===== config.mk =====
export PLATFORM = sky130hd
export DESIGN_NAME = store_drain
export DESIGN_NICKNAME = d
export VERILOG_FILES = /design/src/rtl/store_drain.sv
export SDC_FILE = /design/constraint.sdc
export NUM_CORES = 1
export LEC_CHECK = 0
export CORE_UTILIZATION = 45
export CTS_CLUSTER_DIAMETER = 150
export CTS_CLUSTER_SIZE = 12
export DETAILED_ROUTE_END_ITERATION = 8
export PLACE_DENSITY = 0.82
export SETUP_SLACK_MARGIN = 0.1
export SLEW_MARGIN = 5
export SYNTH_ARGS = -nofsm -noshare
export SYNTH_HDL_FRONTEND = slang
export SYNTH_HIERARCHICAL = 1
export SYNTH_SLANG_ARGS = --single-unit

===== constraint.sdc =====
create_clock -name i_clk -period 3.4 [get_ports i_clk]
set_input_delay 0.51 -clock i_clk [delete_from_list [all_inputs] [get_ports i_clk]]
set_output_delay 0.51 -clock i_clk [all_outputs]
set_load 0.02 [all_outputs]

===== src/rtl/store_drain.sv =====
// Committed-store drain: pops the store FIFO head, coalesces same-word stores
// into one staging word, and issues it as a single write on the data-memory bus.

module store_drain_lane (
  input  logic       i_load,
  input  logic       i_merge,
  input  logic       i_hbe,
  input  logic [7:0] i_hdata,
  input  logic       i_sbe,
  input  logic [7:0] i_sdata,
  output logic       o_be,
  output logic [7:0] o_data
);
  // A merge only overwrites the byte when the newer store enables it.
  assign o_data = (i_load | (i_merge & i_hbe)) ? i_hdata : i_sdata;
  assign o_be   = i_load ? i_hbe : (i_sbe | (i_merge & i_hbe));
endmodule

module store_drain #(
  parameter int AW       = 30,
  parameter int COALESCE = 1,
  parameter int MAXMERGE = 4
) (
  input  logic          i_clk,
  input  logic          i_reset,
  input  logic          i_fifo_empty,
  input  logic [AW+35:0] i_fifo_data,
  output logic          o_fifo_rd,
  output logic          o_bus_valid,
  output logic [AW-1:0] o_bus_addr,
  output logic [31:0]   o_bus_data,
  output logic [3:0]    o_bus_be,
  input  logic          i_bus_ready,
  input  logic          i_bus_ack,
  input  logic          i_bus_err,
  output logic          o_err,
  output logic [AW-1:0] o_err_addr,
  output logic          o_drained
);
  localparam int NUM_LANES = 4;
  localparam int CW        = $clog2(MAXMERGE) + 1;

  typedef enum logic [1:0] {IDLE, STAGE, REQ, WAIT} state_t;

  state_t          r_state, w_nxt;
  logic [AW-1:0]   r_waddr;
  logic [31:0]     r_data;
  logic [3:0]      r_be;
  logic [CW-1:0]   r_cnt;
  logic            r_err;
  logic [AW-1:0]   r_err_addr;

  logic [3:0]      w_hbe;
  logic [31:0]     w_hdata;
  logic [AW-1:0]   w_haddr;
  logic            w_can_merge, w_load, w_mrg, w_rd, w_fault;
  logic [NUM_LANES-1:0][7:0] w_ndata;
  logic [NUM_LANES-1:0]      w_nbe;

  assign w_hbe   = i_fifo_data[AW+35:AW+32];
  assign w_hdata = i_fifo_data[AW+31:AW];
  assign w_haddr = i_fifo_data[AW-1:0];

  assign w_can_merge = (COALESCE != 0) && !i_fifo_empty && (w_haddr == r_waddr) &&
                       (r_cnt < CW'(MAXMERGE));
  assign w_load  = (r_state == IDLE) && !i_fifo_empty;
  assign w_mrg   = (r_state == STAGE) && w_can_merge;
  assign w_fault = (r_state == WAIT) && i_bus_ack && i_bus_err;

  always_comb begin
    w_nxt = r_state;
    w_rd  = 1'b0;
    case (r_state)
      IDLE:  if (!i_fifo_empty) begin w_rd = 1'b1; w_nxt = STAGE; end
      STAGE: if (w_can_merge) w_rd = 1'b1;
             else             w_nxt = REQ;
      REQ:   if (i_bus_ready) w_nxt = WAIT;
      WAIT:  if (i_bus_ack)   w_nxt = IDLE;
      default: w_nxt = IDLE;
    endcase
  end

  genvar k;
  generate
    for (k = 0; k < NUM_LANES; k++) begin : g_lane
      store_drain_lane u_lane (
        .i_load  (w_load),
        .i_merge (w_mrg),
        .i_hbe   (w_hbe[k]),
        .i_hdata (w_hdata[8*k +: 8]),
        .i_sbe   (r_be[k]),
        .i_sdata (r_data[8*k +: 8]),
        .o_be    (w_nbe[k]),
        .o_data  (w_ndata[k])
      );
    end
  endgenerate

  always_ff @(posedge i_clk) begin
    if (i_reset) begin
      r_state    <= IDLE;
      r_waddr    <= '0;
      r_data     <= '0;
      r_be       <= '0;
      r_cnt      <= '0;
      r_err      <= 1'b0;
      r_err_addr <= '0;
    end else begin
      r_state <= w_nxt;
      if (w_load || w_mrg) begin
        r_data <= w_ndata;
        r_be   <= w_nbe;
      end
      if (w_load) begin
        r_waddr <= w_haddr;
        r_cnt   <= CW'(1);
      end else if (w_mrg) begin
        r_cnt   <= r_cnt + CW'(1);
      end
      r_err <= w_fault;
      if (w_fault) r_err_addr <= r_waddr;
    end
  end

  // Pop is suppressed under reset so no entry is consumed by a state being discarded.
  assign o_fifo_rd   = w_rd && !i_reset;
  assign o_bus_valid = (r_state == REQ);
  assign o_bus_addr  = r_waddr;
  assign o_bus_data  = r_data;
  assign o_bus_be    = r_be;
  assign o_err       = r_err;
  assign o_err_addr  = r_err_addr;
  assign o_drained   = (r_state == IDLE) && i_fifo_empty;
endmodule


==> impl_metrics.env <==
export IMPL_status="finished clean"
export IMPL_postSynthCellCount=504
export IMPL_p_switching_uw=1365
export IMPL_required_ns=2.89
export IMPL_grt_max_degree=74
export IMPL_antenna_found_initial=0
export IMPL_slew_headroom_pct=51.52
export IMPL_cpMaxStageDelayCell="clkdlybuf4s50_1"
export IMPL_coreArea_um2=9729
export IMPL_cellInternalPower_uw=2426
export IMPL_overflow=0
export IMPL_clk_insertion_delay_late_ns=0.36
export IMPL_fin_crit_sh_pct=92.00
export IMPL_power_leakage_uw=0.002473
export IMPL_ys_ff_latch=102
export IMPL_maxClockFrequency_ghz=0.3197
export IMPL_hold_viol=0
export IMPL_grt_pass1_wl_um=18880
export IMPL_crit_fanout=2
export IMPL_pwr_share_seq_pct=39.3
export IMPL_viasPerCell=5.066
export IMPL_crit_top_cell="clkdlybuf4s50_1"
export IMPL_switching_share_pct=36.01
export IMPL_nNetsFinal=740
export IMPL_fillers=832
export IMPL_setup_tns_ns=0
export IMPL_setup_viol=0
export IMPL_track_usage_pct=23.26
export IMPL_firstDrtPassIters=6
export IMPL_cts_buffers=9
export IMPL_cap_viol_max_count=0
export IMPL_cts_max_level=3
export IMPL_final_min_clock_period_ns=3.128
export IMPL_ir_drop_v=0.0002779
export IMPL_clockBufferDepth=2
export IMPL_cts_root_buf="clkbuf_8"
export IMPL_comb_power_share_pct=39.9
export IMPL_arrival_ns=2.62
export IMPL_syn_to_final_growth_pct=44.10
export IMPL_slew_violations=0
export IMPL_antennaDiodeCount=0
export IMPL_netlist_area_um2=4506
export IMPL_clock_skew_ns=0.01659
export IMPL_cts_sinks=102
export IMPL_wl_per_cell_um=15.01
export IMPL_crit_chain="clkdlybuf4s50_1 -> xnor2_1 -> nand4_1 -> nor4_4 -> a31oi_4 -> nor2_1 -> clkdlybuf4s50_1"
export IMPL_layout_drive_gt1_share_pct=9.731
export IMPL_syn_avg_cell_area_um2=8.940
export IMPL_yosysTopAreaCell="dfxtp_1"
export IMPL_io_buffers=171
export IMPL_vias=4058
export IMPL_drc=0
export IMPL_fp_dieW_um=102.1
export IMPL_place_congestion=0.8467
export IMPL_power_density_nw_per_um2=583.9
export IMPL_yosys_warnings=6
export IMPL_power_frac_clock_pct=20.8
export IMPL_final_core_util_pct=66.73
export IMPL_drt_total_wl_um=12020
export IMPL_hpwl_um=8767
export IMPL_rows=36
export IMPL_die_h_um=102.1
export IMPL_synthDistinctLibCells=29
export IMPL_cts_clk_slew_worst_paths_ns=0.10
export IMPL_cts_tree="built"
export IMPL_netlist_top_cells_area="dfxtp_1, nand2_1, mux2i_1, mux2_2, a21oi_1"
export IMPL_worstSetupEndpointType="output port"
export IMPL_mappedNetlistNets=581
export IMPL_worst_path_largest_cell_delay_ns=0.62
export IMPL_hold_class="register to register"
export IMPL_ant_nets=0
export IMPL_worst_slew_pin_slew_ns=0.7272
export IMPL_startpoint_type="primary input"
export IMPL_pin_count=172
export IMPL_critPathKind="primary input to output port"
export IMPL_yosys_area_top_type_share_pct=45.32
export IMPL_die_area_um2=10420
export IMPL_yosysSeqAreaShare_pct=45.32
export IMPL_drtIter0Drc=131
export IMPL_initial_core_util_pct=46.31
export IMPL_rsz0062_at_grt="false"
export IMPL_grt_pass1_vias=3940
## critical path: cells and delay by family
kind                   cells  cell delay [ns]
XOR/XNOR                   1             0.16
buffers and inverters      2             1.13
AND/OR/NAND/NOR            3             0.67
AO/OA/AOI/OAI              1             0.14
## power by group through the flow
stage	logic [µW]	clock network, µW	registers (µW)
after global routing	1630	857	1510
after global placement	1470	0	1510
final	1510	790	1490
after floorplan	851	0	1650
after detailed placement	1500	0	1520
after CTS	1510	804	1490
## timing repair
action | in CTS | in global routing
hold buffers | 0 | 0
resized for setup | 0 | 2
setup buffers | 0 | 0
endpoints found under the setup margin | 0 | 1
## cells in the final DEF, fill, tap and decap left out
cell,count
clkdlybuf4s50_1,170
nand2_1,120
dfxtp_1,102
a21oi_1,62
nor2_1,41
mux2i_1,37
mux2_2,32
xnor2_1,26
clkbuf_8,9
inv_1,8
o21ai_0,8
buf_4,8
nand4_1,6
xor2_1,5
ha_1,5
a21oi_4,4
inv_6,3
nor4_4,2
nand3_1,2
and3_1,2
nor3_1,2
o31ai_1,2
clkinv_4,2
nand2b_1,1
inv_2,1
nor4_2,1
a31oi_4,1
and2_1,1
a221o_1,1
or4_1,1
or4b_1,1
clkinv_2,1
bufinv_16,1
## cell usage after synthesis, drive strengths merged
cell      n
ha        5
or4b      1
buf       7
o31ai     2
o21ai     8
nand3     2
nor2     41
and2      1
mux2i    37
a31oi     1
xor2      5
and3      2
nor3      2
nand2   120
a221o     1
mux2     32
nor4      3
clkbuf   23
nand4     6
a21oi    66
xnor2    26
dfxtp   102
or4       1
inv       9
nand2b    1
## metal layers
metal | global-route usage [%] | vias to the layer above | routed length [µm] | share of wire (%)
met3 | 3.694 | 25 | 650 | 5.4
met1 | 28.44 | 1911 | 5112 | 43
met5 | 0 | - | 0 | 0
li1 | - | 1991 | - | -
met4 | 9.121 | 0 | 324 | 2.7
met2 | 40.89 | 131 | 5932 | 49
## sequential cells by signal (all words and copies together) (netlist names)
name        cells
o_bus_data     32
r_cnt           3
o_err_addr     30
r_state         2
o_err           1
o_bus_be        4
o_bus_addr     30
## worst paths after layout
kind                    from              to  slack, ns  cells past startpoint
max          i_fifo_data[18]       o_fifo_rd       0.27                      7
min            o_err_addr[7]   o_err_addr[7]       0.46                      2
max reg2reg   o_bus_addr[18]  o_bus_data[17]       1.02                      9
min reg2reg    o_err_addr[7]   o_err_addr[7]       0.46                      2
## cell type report
cell class	count	area (µm²)	area share, %
Clock inverter	7	78.83	1.214
Inverter	9	33.78	0.5203
Multi-Input combinational cell	363	2286	35.21
Timing Repair Buffer	178	1762	27.13
Sequential cell	102	2042	31.45
Tap cell	133	166.4	2.563
Clock buffer	9	123.9	1.908
## metrics by stage
| step | power [µW] | cells | setup WS (ns) | area [µm²] | hold WS [ns] |
|---|---|---|---|---|---|
| after global placement | 2972 | 785 | 0.2396 | 6272 | 0.4412 |
| after CTS | 3808 | 801 | 0.2016 | 6475 | 0.4616 |
| after floorplan | 2501 | 504 | 1.136 | 4506 | 0.4842 |
| after detailed placement | 3018 | 785 | 0.2190 | 6272 | 0.4466 |
| final | 3791 | 801 | 0.2720 | 6492 | 0.4607 |
| after global routing | 3999 | 801 | 0.1199 | 6492 | 0.4759 |
## logic make-up after synthesis
logic type,after synthesis,share of synthesized area (%)
and+or+nand+nor,180,16.47
DFF,102,45.32
AOI/OAI and AO/OA,78,9.914
muxes,69,16.22
buffers and inverters,39,4.665
xor gates and xnor gates,31,6.026
adders and majority gates,5,1.389
(Power assumes the default switching activity.)
